**config.mk**
```make
export PLATFORM = sky130hd
export DESIGN_NAME = muldiv_sequencer
export DESIGN_NICKNAME = d
export VERILOG_FILES = /design/src/rtl/muldiv_sequencer.sv
export SDC_FILE = /design/constraint.sdc
export NUM_CORES = 1
export LEC_CHECK = 0
export CORE_MARGIN = 4
export CORE_UTILIZATION = 45
export CTS_CLUSTER_DIAMETER = 150
export CTS_CLUSTER_SIZE = 8
export DETAILED_ROUTE_END_ITERATION = 10
export HOLD_SLACK_MARGIN = 0.05
export SYNTH_ARGS = -nofsm -noshare
export SYNTH_HDL_FRONTEND = slang
export SYNTH_SLANG_ARGS = --single-unit
```
**constraint.sdc**
```tcl
create_clock -name clk -period 4.08 [get_ports clk]
set_clock_uncertainty 0.05 [all_clocks]
set_input_delay 0.408 -clock clk [delete_from_list [all_inputs] [get_ports clk]]
set_output_delay 0.408 -clock clk [all_outputs]
set_load 0.02 [all_outputs]
```
**src/rtl/muldiv_sequencer.sv**
```systemverilog
// Iterative RV32M multiply/divide unit for EX: one op in flight, stalls the pipeline
// while busy, returns a registered result with a one-cycle done pulse.
module muldiv_sequencer #(
  parameter int XLEN = 32
) (
  input  logic            clk,
  input  logic            rstn,
  input  logic            start,
  input  logic [2:0]      mode,
  input  logic [XLEN-1:0] src1,
  input  logic [XLEN-1:0] src2,
  input  logic            flush,
  output logic            busy,
  output logic            stall,
  output logic            done,
  output logic [XLEN-1:0] result
);

  localparam int CW = $clog2(XLEN + 1);

  localparam logic [2:0] M_MUL    = 3'd0;
  localparam logic [2:0] M_MULH   = 3'd1;
  localparam logic [2:0] M_MULHSU = 3'd2;
  localparam logic [2:0] M_MULHU  = 3'd3;
  localparam logic [2:0] M_DIV    = 3'd4;
  localparam logic [2:0] M_DIVU   = 3'd5;
  localparam logic [2:0] M_REM    = 3'd6;
  localparam logic [2:0] M_REMU   = 3'd7;

  typedef enum logic [1:0] {
    S_IDLE = 2'd0,
    S_PREP = 2'd1,
    S_CALC = 2'd2,
    S_FIX  = 2'd3
  } state_e;

  state_e          state_q, state_d;
  logic [2:0]      mode_q, mode_d;
  logic [XLEN-1:0] src1_q, src1_d;
  logic [XLEN-1:0] src2_q, src2_d;
  logic [XLEN-1:0] hi_q, hi_d;     // product high half / partial remainder
  logic [XLEN-1:0] lo_q, lo_d;     // multiplier then product low half / dividend then quotient
  logic [XLEN-1:0] opb_q, opb_d;   // multiplicand / divisor magnitude
  logic [CW-1:0]   cnt_q, cnt_d;
  logic            neg_q, neg_d;   // product or quotient must be negated
  logic            rneg_q, rneg_d; // remainder takes the dividend sign
  logic            done_q, done_d;
  logic [XLEN-1:0] result_q, result_d;

  logic            is_div;
  logic            sgn1, sgn2;
  logic            a_neg, b_neg;
  logic [XLEN-1:0] a_mag, b_mag;
  logic            div_zero, div_ovf;
  logic [XLEN:0]   add_w;
  logic [XLEN:0]   shl_w;
  logic            q_bit;
  logic [XLEN-1:0] diff_w;
  logic [2*XLEN-1:0] prod_w, prod_fix;
  logic [XLEN-1:0] quo_fix, rem_fix;

  assign is_div = mode_q[2];
  assign sgn1   = (mode_q == M_MULH) || (mode_q == M_MULHSU) ||
                  (mode_q == M_DIV)  || (mode_q == M_REM);
  assign sgn2   = (mode_q == M_MULH) || (mode_q == M_DIV) || (mode_q == M_REM);
  assign a_neg  = sgn1 & src1_q[XLEN-1];
  assign b_neg  = sgn2 & src2_q[XLEN-1];

  // An XLEN-bit unsigned magnitude already holds 2^(XLEN-1) for the most negative input.
  assign a_mag  = a_neg ? (~src1_q + XLEN'(1)) : src1_q;
  assign b_mag  = b_neg ? (~src2_q + XLEN'(1)) : src2_q;

  assign div_zero = (src2_q == '0);
  assign div_ovf  = ((mode_q == M_DIV) || (mode_q == M_REM)) &&
                    (src1_q == {1'b1, {(XLEN-1){1'b0}}}) && (src2_q == '1);

  assign add_w  = {1'b0, hi_q} + (lo_q[0] ? {1'b0, opb_q} : {(XLEN+1){1'b0}});
  assign shl_w  = {hi_q, lo_q[XLEN-1]};
  assign q_bit  = (shl_w >= {1'b0, opb_q});
  assign diff_w = shl_w[XLEN-1:0] - opb_q;

  assign prod_w   = {hi_q, lo_q};
  assign prod_fix = neg_q  ? (~prod_w + (2*XLEN)'(1)) : prod_w;
  assign quo_fix  = neg_q  ? (~lo_q + XLEN'(1)) : lo_q;
  assign rem_fix  = rneg_q ? (~hi_q + XLEN'(1)) : hi_q;

  always_comb begin
    state_d  = state_q;
    mode_d   = mode_q;
    src1_d   = src1_q;
    src2_d   = src2_q;
    hi_d     = hi_q;
    lo_d     = lo_q;
    opb_d    = opb_q;
    cnt_d    = cnt_q;
    neg_d    = neg_q;
    rneg_d   = rneg_q;
    done_d   = 1'b0;
    result_d = result_q;

    unique case (state_q)
      S_IDLE: begin
        if (start && !flush) begin
          mode_d  = mode;
          src1_d  = src1;
          src2_d  = src2;
          state_d = S_PREP;
        end
      end
      S_PREP: begin
        if (flush) begin
          state_d = S_IDLE;
        end else begin
          cnt_d  = CW'(XLEN);
          neg_d  = a_neg ^ b_neg;
          rneg_d = a_neg;
          hi_d   = '0;
          if (is_div) begin
            lo_d    = a_mag;
            opb_d   = b_mag;
            state_d = S_CALC;
            // Architected divide corner cases skip iteration; FIX then passes them unchanged.
            if (div_zero) begin
              hi_d    = src1_q;
              lo_d    = '1;
              neg_d   = 1'b0;
              rneg_d  = 1'b0;
              state_d = S_FIX;
            end else if (div_ovf) begin
              lo_d    = src1_q;
              neg_d   = 1'b0;
              rneg_d  = 1'b0;
              state_d = S_FIX;
            end
          end else begin
            lo_d    = b_mag;
            opb_d   = a_mag;
            state_d = S_CALC;
          end
        end
      end
      S_CALC: begin
        if (flush) begin
          state_d = S_IDLE;
        end else begin
          if (is_div) begin
            hi_d = q_bit ? diff_w : shl_w[XLEN-1:0];
            lo_d = {lo_q[XLEN-2:0], q_bit};
          end else begin
            {hi_d, lo_d} = {add_w, lo_q[XLEN-1:1]};
          end
          cnt_d = cnt_q - CW'(1);
          if (cnt_q == CW'(1)) begin
            state_d = S_FIX;
          end
        end
      end
      S_FIX: begin
        state_d = S_IDLE;
        if (!flush) begin
          done_d = 1'b1;
          unique case (mode_q)
            M_MUL:                    result_d = prod_fix[XLEN-1:0];
            M_MULH, M_MULHSU, M_MULHU: result_d = prod_fix[2*XLEN-1:XLEN];
            M_DIV, M_DIVU:            result_d = quo_fix;
            M_REM, M_REMU:            result_d = rem_fix;
            default:                  result_d = result_q;
          endcase
        end
      end
      default: state_d = S_IDLE;
    endcase
  end

  always_ff @(posedge clk or negedge rstn) begin
    if (!rstn) begin
      state_q  <= S_IDLE;
      mode_q   <= '0;
      src1_q   <= '0;
      src2_q   <= '0;
      hi_q     <= '0;
      lo_q     <= '0;
      opb_q    <= '0;
      cnt_q    <= '0;
      neg_q    <= 1'b0;
      rneg_q   <= 1'b0;
      done_q   <= 1'b0;
      result_q <= '0;
    end else begin
      state_q  <= state_d;
      mode_q   <= mode_d;
      src1_q   <= src1_d;
      src2_q   <= src2_d;
      hi_q     <= hi_d;
      lo_q     <= lo_d;
      opb_q    <= opb_d;
      cnt_q    <= cnt_d;
      neg_q    <= neg_d;
      rneg_q   <= rneg_d;
      done_q   <= done_d;
      result_q <= result_d;
    end
  end

  // Handshake: start is honoured only in IDLE and only without flush; stall covers that
  // acceptance cycle plus every busy cycle; done pulses for one cycle with result valid.
  assign busy   = (state_q != S_IDLE);
  assign stall  = (start & ~flush) | busy;
  assign done   = done_q;
  assign result = result_q;

endmodule
```
==> impl_metrics.yaml <==
critical_path:
  worstPathCellList: "nor4_1 -> nand3_1 -> or2_2 -> nor4_1 -> a21oi_1 -> xor2_1 -> a222oi_1 -> o21ai_0"
  crit_path_start_kind: "register"
  r2r-start: "lo_q[8]"
  path_buf_inv: 0
  crit_type: "register to register"
  critPathCaptureType: "register"
  crit_family: "simple AND/OR/NAND/NOR gates"
  reg2reg_depth: 8
  cpPeakStageDelay_ps: 700
  worst-endpoint-required_ps: 4450
  path_depth: 8
  crit_start: "lo_q[8]"
  crit_fanout: 5
  arrival_ps: 4050
  crit_end: "result[25]"
  cp_common_cell: "nor4_1"
  r2r-end: "result[25]"
  r2r_slack_ps: 400
  critPathSlowestCell: "nor4_1"
cts:
  htreeDepth: 1
  cts_root_buf: "clkbuf_16"
  cts_tree: "built"
  cts.sinks: 206
  cts_setup_buffers: 0
  cts_buffers: 29
  clk_latency_ps: 570
  clkTransAtPathRegs_ps: 60
  clockBufferDepth: 3
logic_synthesis:
  yosys_warnings: 0
  synth_cell_types: 88
  synth_ff_type: "dfrtp_1"
  syn_inst: 2132
  syn-mean-instance-area_um2: 8.07
  synth_area_mm2: 0.0172
  ys_seq_area_share_pct: 29.9
  ys_ff_latch: 206
  postSynth.asyncResetShare_pct: 100
  syn-num-nets: 2276
  synth_edf_count: 0
routing:
  wl_per_cell_um: 24.9
  via_per_inst: 6.27
  first_pass_iters: 5
  wirelength_um: 67100
  drc: 0
  ant_nets: 0
  drt_iter0_drc: 2199
  vias: 16900
power:
  p_clk_share_pct: 12.4
  power_frac_comb_pct: 63.8
  swShare_pct: 51.4
  seqPwrFrac_pct: 23.8
  powerDensity_mw_per_mm2: 879
  leakage_nw: 8.12
  switching_power_mw: 8.89
  p_int_mw: 8.39
  max-vdd-ir-drop_mv: 0.442
job:
  max_cap_viol_count: 0
timing:
  fin_crit_ps: 3680
  setup-violations-final: 0
  hold-worst-slack_ps: 393
  fmax_mhz: 272
  final_hold_viol_count: 0
  worst_slew_pin_slew_ps: 933
  finalSetupTns_ps: 0
  slew_violations: 0
  rsz0062_at_grt: "no"
  layout_worst_path_cycle_share_pct: 90.3
  relSlewSlack_pct: 37.8
grt:
  grt_max_degree: 103
  grt_pass1_wl_um: 101000
  antenna_found_initial: 0
  grt_overflow_total: 0
  grt_pass1_vias: 16100
  grt.total_usage_pct: 31.5
floorplanning:
  die_area_mm2: 0.0414
  start_util_pct: 45.7
  num_rows: 71
  io_pins: 106
  coreArea_mm2: 0.0377
  die_h_um: 204
  chipWidth_um: 204
placed_design:
  place_congestion: 1.02
  portBuffers: 105
  dp_hpwl_um: 51800
  placed_cells: 2664
finish:
  stdcell_count: 2697
  fin_nets: 2329
  drive_gt1_share_pct: 9.29
  final_core_util_pct: 52.2
  synthToLayoutAreaGrowth_pct: 14.2
hold_path:
  hp-class: "input pin to register"
status:
  status: "complete, no violations"
-- cells in the final DEF, fill, tap and decap left out, drive strengths merged, types with 70 or more instances in the layout --
master	n
dfrtp	206
clkdlybuf4s50	104
a21oi	146
nand2	234
nor2	184
xnor2	104
o21ai	205
xor2	90
ha	71
mux2	70
-- per-stage QoR --
step / worst slack, ps / power, mW / cell area [µm²]
after detailed placement: 459 / 14.9 / 18900
final: 397 / 17.3 / 19700
after CTS: 429 / 17.1 / 19700
after global placement: 453 / 14.8 / 18900
after global routing: 183 / 18.4 / 19700
after floorplan: 949 / 11.1 / 17200
-- synth_stat cells (all sizes together) (19+ instances only) --
master / n / area (µm²)
o22ai: 30 / 188
o211ai: 22 / 165
inv: 69 / 259
dfrtp: 206 / 5150
nor3: 35 / 175
xor2: 90 / 788
a21o: 36 / 270
clkbuf: 134 / 503
xnor2: 104 / 911
buf: 19 / 88.8
or3: 19 / 124
o41ai: 21 / 191
a21oi: 146 / 731
nand2: 234 / 881
nand4: 23 / 150
mux2: 70 / 788
mux2i: 35 / 350
o31ai: 37 / 278
nor4: 20 / 170
nand2b: 21 / 131
ha: 71 / 888
nor2: 184 / 709
o21ai: 205 / 1030
o221ai: 19 / 166
nand3: 41 / 205
-- layer usage --
metal / global-route usage (%) / vias to the layer above / part of all wire (%)
li1: - / 7848 / -
met1: 45.0 / 8153 / 43
met2: 49.9 / 793 / 45
met3: 3.94 / 122 / 8.4
met4: 10.3 / 0 / 3.9
met5: 0 / - / 0
-- timing repair --
action,in CTS,in global routing
hold endpoints to repair,95,0
resized for setup,0,0
endpoints found under the setup margin,0,0
hold buffers,1,0
-- final cells by class --
cell class | count | area, µm²
Fill cell | 3705 | 18000
Multi-Input combinational cell | 1702 | 11200
Sequential cell | 206 | 5160
Timing Repair Buffer | 175 | 1630
Clock buffer | 31 | 743
Tap cell | 511 | 639
Inverter | 71 | 267
Antenna cell | 1 | 2.50
-- tightest hold or removal path: cells and delay by family --
kind	cells	cell delay [ps]
buf+inv	1	400
compound gates	1	70
simple gates	1	60
-- how the worst min path moves through the flow --
stage,startpoint,end,cells after the start
6_report,src1[1],src1_q[1],3
5_1_grt,src2[16],src2_q[16],2
4_1_cts,src1[1],src1_q[1],3
3_5_place_dp,result[2],result[2],2
3_3_place_gp,cnt_q[4],cnt_q[4],1
2_1_floorplan,rstn,cnt_q[0],0
-- state kept, by name (all words and copies together) (netlist names) --
name / count
done: 1
lo_q: 32
cnt_q: 6
neg_q: 1
state_q: 2
result: 32
opb_q: 32
src2_q: 32
src1_q: 32
rneg_q: 1
mode_q: 3
hi_q: 32
-- power by group through the flow --
stage,clock network [mW],logic (mW),registers (mW)
floorplan,0,7.42,3.71
global placement,0,10.8,4.08
detailed placement,0,10.8,4.11
CTS,2.17,10.8,4.08
global route,2.26,11.9,4.22
finish,2.14,11.0,4.12
-- cell families after synthesis --
family | after synthesis | share of synthesized area, %
buffers and inverters | 224 | 4.99
xor gates and xnor gates | 194 | 9.87
adders and majority gates | 73 | 5.39
AOI/OAI and AO/OA | 667 | 24.7
and+or+nand+nor | 663 | 18.5
muxes | 105 | 6.61
DFF | 206 | 29.9
Power figures use the tool's default switching activity.
